[src/rtl/prog_loader_if.sv]
// Download and fetch bundle between the program source / CPU side (master)
// and the instruction-memory loader (slave).
interface prog_loader_if #(
    parameter int INSTR_W = 16,
    parameter int DEPTH   = 256
);
    localparam int ADDR_W = $clog2(DEPTH);

    logic               dl_start;
    logic [ADDR_W-1:0]  dl_base;
    logic [ADDR_W:0]    dl_len;
    logic               dl_abort;
    logic               dl_valid;
    logic [INSTR_W-1:0] dl_data;
    logic               dl_ready;
    logic               dl_busy;
    logic               dl_done;
    logic               dl_err;
    logic [INSTR_W-1:0] dl_checksum;
    logic               cpu_hold;
    logic               fetch_en;
    logic [ADDR_W-1:0]  fetch_addr;
    logic [INSTR_W-1:0] fetch_data;
    logic               fetch_valid;

    modport master (
        output dl_start, dl_base, dl_len, dl_abort, dl_valid, dl_data,
        output fetch_en, fetch_addr,
        input  dl_ready, dl_busy, dl_done, dl_err, dl_checksum, cpu_hold,
        input  fetch_data, fetch_valid
    );

    modport slave (
        input  dl_start, dl_base, dl_len, dl_abort, dl_valid, dl_data,
        input  fetch_en, fetch_addr,
        output dl_ready, dl_busy, dl_done, dl_err, dl_checksum, cpu_hold,
        output fetch_data, fetch_valid
    );
endinterface

[src/rtl/prog_loader.sv]
// Instruction-memory loader: streams a program block into RAM with a running
// checksum, holds the CPU until a clean load, then serves 1-cycle fetches.
module prog_loader #(
    parameter  int INSTR_W = 16,
    parameter  int DEPTH   = 256,
    localparam int ADDR_W  = $clog2(DEPTH)
) (
    input  logic         clk,
    input  logic         rst_n,
    prog_loader_if.slave bus
);
    typedef enum logic [1:0] {IDLE, LOAD, DONE, ERR} state_t;

    state_t             state, state_nxt;
    logic [ADDR_W-1:0]  ptr;
    logic [ADDR_W:0]    remaining;
    logic [INSTR_W-1:0] checksum;
    logic               done_q;
    logic               done_set;
    logic               fetch_valid_q;
    logic [INSTR_W-1:0] fetch_data_q;
    logic [INSTR_W-1:0] mem [DEPTH];

    logic               start_take;
    logic               beat;
    logic               write_en;
    logic               last_beat;
    logic               range_bad;
    logic               hold;
    logic               addr_ok;
    logic [ADDR_W+1:0]  load_end;

    // End address is formed two bits wider than an address so it can never wrap.
    assign load_end   = {2'b00, bus.dl_base} + {1'b0, bus.dl_len};
    assign range_bad  = load_end > (ADDR_W+2)'(DEPTH);
    assign start_take = bus.dl_start && (state != LOAD);
    assign beat       = (state == LOAD) && bus.dl_valid;
    assign write_en   = beat && !bus.dl_abort;
    assign last_beat  = (remaining == (ADDR_W+1)'(1));
    assign hold       = (state != DONE);

    always_ff @(posedge clk or negedge rst_n) begin
        if (!rst_n) begin
            state  <= IDLE;
            done_q <= 1'b0;
        end else begin
            state  <= state_nxt;
            done_q <= done_set;
        end
    end

    always_comb begin
        state_nxt = state;
        done_set  = 1'b0;
        case (state)
            IDLE, DONE, ERR: begin
                if (bus.dl_start) begin
                    if (bus.dl_len == '0) begin
                        state_nxt = DONE;
                        done_set  = 1'b1;
                    end else if (range_bad) begin
                        state_nxt = ERR;
                    end else begin
                        state_nxt = LOAD;
                    end
                end
            end
            LOAD: begin
                if (bus.dl_abort) begin
                    state_nxt = ERR;
                end else if (beat && last_beat) begin
                    state_nxt = DONE;
                    done_set  = 1'b1;
                end
            end
            default: state_nxt = IDLE;
        endcase
    end

    always_ff @(posedge clk or negedge rst_n) begin
        if (!rst_n) begin
            ptr       <= '0;
            remaining <= '0;
            checksum  <= '0;
        end else if (start_take) begin
            ptr       <= bus.dl_base;
            remaining <= bus.dl_len;
            checksum  <= '0;
        end else if (write_en) begin
            ptr       <= ptr + ADDR_W'(1);
            remaining <= remaining - (ADDR_W+1)'(1);
            checksum  <= checksum + bus.dl_data;
        end
    end

    // RAM contents survive reset so a loaded program is not lost.
    always_ff @(posedge clk) begin
        if (write_en) begin
            mem[ptr] <= bus.dl_data;
        end
    end

    if ((1 << ADDR_W) > DEPTH) begin : g_partial_range
        assign addr_ok = ({1'b0, bus.fetch_addr} < (ADDR_W+1)'(DEPTH));
    end else begin : g_full_range
        assign addr_ok = 1'b1;
    end

    always_ff @(posedge clk or negedge rst_n) begin
        if (!rst_n) begin
            fetch_valid_q <= 1'b0;
            fetch_data_q  <= '0;
        end else if (bus.fetch_en && !hold) begin
            fetch_valid_q <= 1'b1;
            fetch_data_q  <= addr_ok ? mem[bus.fetch_addr] : '0;
        end else begin
            fetch_valid_q <= 1'b0;
        end
    end

    assign bus.dl_ready    = (state == LOAD);
    assign bus.dl_busy     = (state == LOAD);
    assign bus.dl_done     = done_q;
    assign bus.dl_err      = (state == ERR);
    assign bus.dl_checksum = checksum;
    assign bus.cpu_hold    = hold;
    assign bus.fetch_valid = fetch_valid_q;
    assign bus.fetch_data  = fetch_data_q;
endmodule

[src/flat_wrapper.sv]
// flat-port wrapper written by rule: the top's interface ports become plain ports
module prog_loader_flat 
#(
    parameter  int INSTR_W = 16,
    parameter  int DEPTH   = 256,
    localparam int ADDR_W  = $clog2(DEPTH)
)
  (clk, rst_n, bus_dl_start, bus_dl_base, bus_dl_len, bus_dl_abort, bus_dl_valid, bus_dl_data, bus_fetch_en, bus_fetch_addr, bus_dl_ready, bus_dl_busy, bus_dl_done, bus_dl_err, bus_dl_checksum, bus_cpu_hold, bus_fetch_data, bus_fetch_valid);
  prog_loader_if #(.INSTR_W(INSTR_W), .DEPTH(DEPTH)) bus_i ();
  input  logic clk;
  input  logic rst_n;
  input wire logic [$bits(bus_i.dl_start)-1:0] bus_dl_start;
  input wire logic [$bits(bus_i.dl_base)-1:0] bus_dl_base;
  input wire logic [$bits(bus_i.dl_len)-1:0] bus_dl_len;
  input wire logic [$bits(bus_i.dl_abort)-1:0] bus_dl_abort;
  input wire logic [$bits(bus_i.dl_valid)-1:0] bus_dl_valid;
  input wire logic [$bits(bus_i.dl_data)-1:0] bus_dl_data;
  input wire logic [$bits(bus_i.fetch_en)-1:0] bus_fetch_en;
  input wire logic [$bits(bus_i.fetch_addr)-1:0] bus_fetch_addr;
  output wire logic [$bits(bus_i.dl_ready)-1:0] bus_dl_ready;
  output wire logic [$bits(bus_i.dl_busy)-1:0] bus_dl_busy;
  output wire logic [$bits(bus_i.dl_done)-1:0] bus_dl_done;
  output wire logic [$bits(bus_i.dl_err)-1:0] bus_dl_err;
  output wire logic [$bits(bus_i.dl_checksum)-1:0] bus_dl_checksum;
  output wire logic [$bits(bus_i.cpu_hold)-1:0] bus_cpu_hold;
  output wire logic [$bits(bus_i.fetch_data)-1:0] bus_fetch_data;
  output wire logic [$bits(bus_i.fetch_valid)-1:0] bus_fetch_valid;
  assign bus_i.dl_start = bus_dl_start;
  assign bus_i.dl_base = bus_dl_base;
  assign bus_i.dl_len = bus_dl_len;
  assign bus_i.dl_abort = bus_dl_abort;
  assign bus_i.dl_valid = bus_dl_valid;
  assign bus_i.dl_data = bus_dl_data;
  assign bus_i.fetch_en = bus_fetch_en;
  assign bus_i.fetch_addr = bus_fetch_addr;
  assign bus_dl_ready = bus_i.dl_ready;
  assign bus_dl_busy = bus_i.dl_busy;
  assign bus_dl_done = bus_i.dl_done;
  assign bus_dl_err = bus_i.dl_err;
  assign bus_dl_checksum = bus_i.dl_checksum;
  assign bus_cpu_hold = bus_i.cpu_hold;
  assign bus_fetch_data = bus_i.fetch_data;
  assign bus_fetch_valid = bus_i.fetch_valid;
  prog_loader #(.INSTR_W(INSTR_W), .DEPTH(DEPTH)) u_core (.clk(clk), .rst_n(rst_n), .bus(bus_i));
endmodule
[config.mk]
export PLATFORM = sky130hd
export DESIGN_NAME = prog_loader_flat
export DESIGN_NICKNAME = d
export VERILOG_FILES = /design/src/rtl/prog_loader_if.sv /design/src/rtl/prog_loader.sv /design/src/flat_wrapper.sv
export SDC_FILE = /design/constraint.sdc
export NUM_CORES = 2
export LEC_CHECK = 0
export ABC_AREA = 1
export BUFFER_PORTS_ARGS = -buffer_cell sky130_fd_sc_hd__clkbuf_2
export CAP_MARGIN = 20
export CELL_PAD_IN_SITES_DETAIL_PLACEMENT = 1
export CELL_PAD_IN_SITES_GLOBAL_PLACEMENT = 2
export CORE_UTILIZATION = 25
export CTS_BUF_LIST = sky130_fd_sc_hd__clkbuf_8
export CTS_CLUSTER_SIZE = 16
export DETAILED_ROUTE_END_ITERATION = 7
export PLACE_DENSITY_LB_ADDON = 0.3
export SYNTH_ARGS = -nofsm -noshare
export SYNTH_HDL_FRONTEND = slang
export SYNTH_SLANG_ARGS = --single-unit
[constraint.sdc]
create_clock -name clk -period 3 [get_ports clk]
set_clock_uncertainty 0.2 [all_clocks]
set_input_delay 0.6 -clock clk [delete_from_list [all_inputs] [get_ports clk]]
set_output_delay 0.6 -clock clk [all_outputs]
set_load 0.03 [all_outputs]
==> reports/results.ini <==
[global_routing]
grt_overflow=0
grt_pass1_wl_um=912000
antenna_found_initial=53
grtUsageTotal=0.184
grt_pass1_vias=119000
grt_max_degree=120

[place]
place_inst=23400
io_buffers=84
gp_congestion=0.808
post-place-ws_ns=-1.25
placed_area_mm2=0.192
dp_hpwl_um=411000

[synthesis]
synth_top_area_share=0.730
synth_top_family_by_area=simple AND/OR/NAND/NOR gates
synth_seq_cells=4149
synth-xor-area-share=0.000935
synth.avg_cell_area_um2=12.1
ys_seq_area_frac=0.738
yosysMostFrequentCell=nand2_1
muxShareOfSynthArea=0
synth_commonest_cells=4244 x nand2_1, 4102 x nand3_1, 4096 x edfxtp_1
synth_top_flop_cell=edfxtp_1
synthArstFlopShare=0.0128
syn_nets=14000
yosys-top-cells-area=edfxtp_1 73%, nand3_1 12%, nand2_1 9.5%
synth_compound_area_frac=0.00300
synth_top_area_cell=edfxtp_1
synthAdderAreaFrac=0.00239
synth-simple-area-share=0.224
synth_area_mm2=0.169
synth_edf_count=4096
ys_types=43
yosysWarnings=0
synthCells=14000

[cts]
numClockSinks=4149
cts_buffers=722
clk_pin_slew_ns=0.06
clock_latency_ns=1.34
clockBufferDepth=4
cts_tree=yes
clock_tree.root_cell=clkbuf_8
htreeDepth=6

[floorplan]
std_cell_rows=301
die_x_um=823
dieArea_mm2=0.678
coreArea_mm2=0.672
die_h_um=823
start_util=0.251
pin_count=85

[sta]
hold_violations=0
setup_ws_ns=0.0552
drv_slew=0
whs_ns=0.113
rsz0062_at_grt=yes
period_share=0.982
finalSetupTns_ns=0
slew_headroom=0.243
fin_crit_ns=2.94
worst_pin_slew_ns=1.13
fmax_mhz=340
setup-violations-final=0

[power]
p_comb_frac=0.105
peakVddDrop_v=0.000458
switching_power_mw=34.2
p_per_area_mw_per_mm2=609
p_seq_frac=0.517
swShare=0.274
fin_total_pwr_mw=125
cell_internal_pwr_mw=90.9
p_leak_nw=73.2
clockPowerShare=0.377

[drt]
vias=117000
drtAntennaViolNets=0
first_pass_iters=6
routed_wl_um=644000
drc_errors=0
drt-initial-drc-count=9562
wl_per_cell_um=26.0
viasPerCell=4.70

[finish]
fin_area_mm2=0.206
fin_cells=24800
area_growth_pct=22.0
fillCellCount=73500
fin_nets=15400
utilization=0.306
drive_gt1_frac=0.152

[worst_hold_path]
hold_path.class=primary input to register

[worst_setup_path]
crit_chain=inv_2 > nor2_4 > buf_6 > clkbuf_8
worstSetupPathType=register to output pin
critPathCaptureType=output pin
worstPathArrival_ns=2.14
max_stage_delay_ns=0.41
crit_required_ns=2.20
worst_path_max_delay_cell=dfrtp_1
worstSetupStartpointType=register
path_max_fanout=2

[job]
drv_cap=0

[run_status]
status=finished clean

## final timing paths
check	startpoint	end	slack (ns)	cells after the start
worst min register to register	u_core.remaining[8]	u_core.remaining[8]	0.30	2
worst max-delay path	u_core.state[0]	bus_dl_busy	0.06	4
worst max register to register	u_core.state[0]	u_core.mem[129][14]	0.08	13
worst min-delay path	bus_dl_data[0]	u_core.bus.dl_checksum[0]	0.11	4
max in group asynchronous	rst_n	u_core.state[1]	1.71	5
min in group asynchronous	rst_n	u_core.bus.fetch_valid	0.26	4
## layout by cell type (no fill, tap or decap), types with 41 or more instances in the layout
cell              n
clkinv_1        156
inv_1           339
edfxtp_1       4096
nand3_1        4094
buf_12          482
nor2_1          253
nand2_1        4233
dlygate4sd3_1    78
clkbuf_2         41
clkinv_2         42
buf_4           915
nor2_2           41
clkbuf_8        749
## power groups by stage
stage | Clock, mW | Sequential [mW] | Combinational, mW
finish | 47.2 | 64.7 | 13.2
global route | 50.9 | 64.7 | 14.1
CTS | 48.6 | 64.7 | 13.3
detailed placement | 0 | 65.9 | 12.8
global placement | 0 | 65.9 | 12.8
floorplan | 0 | 65.8 | 5.14
## sequential cells by signal (all words and copies together), names as in the netlist
| signal | flops |
|---|---|
| u_core.mem | 4096 |
| u_core.bus.fetch_data | 16 |
| u_core.bus.dl_checksum | 16 |
| u_core.bus.dl_done | 1 |
| u_core.state | 2 |
| u_core.bus.fetch_valid | 1 |
| u_core.ptr | 8 |
| u_core.remaining | 9 |
## cells by family (layout without fill, tap and decap cells)
family | count (synthesis) | count (layout)
compound gates | 82 | 82
fa+ha+maj | 31 | 31
simple gates | 8659 | 8659
other cells | 0 | 19
flops | 4149 | 4149
buf+inv | 1012 | 2894
xor+xnor | 18 | 18
## final cells by class
type / count / area, µm² / area share
clock inverter: 534 / 2430 / 0.0118
sequential: 4149 / 124000 / 0.605
clock buffer: 732 / 10100 / 0.0490
tap: 8938 / 11200 / 0.0544
antenna: 19 / 47.5 / 0.000231
inverter: 66 / 304 / 0.00148
multi-input combinational: 8790 / 39000 / 0.190
timing repair buffer: 1562 / 18200 / 0.0883
## critical path, delay by kind of cell (launching register included)
kind / cells / cell delay (ns)
simple gates: 1 / 0.11
flops: 1 / 0.41
buf+inv: 3 / 0.35
## per-layer routing
layer  routed length (µm)  global-route usage
met2               299000               0.298
met4                13200              0.0398
met5                   76                   0
met1               303000               0.265
met3                28700              0.0225
## what timing repair did
action / CTS / global route
setup endpoints to repair: 23 / 16
pin swaps: 1 / 0
endpoints found under the hold margin: 2877 / 0
buffers inserted: 4 / 1
hold buffers: 79 / 0
gates resized for setup: 73 / 9
Note: power is estimated with default switching activity, not from simulation.
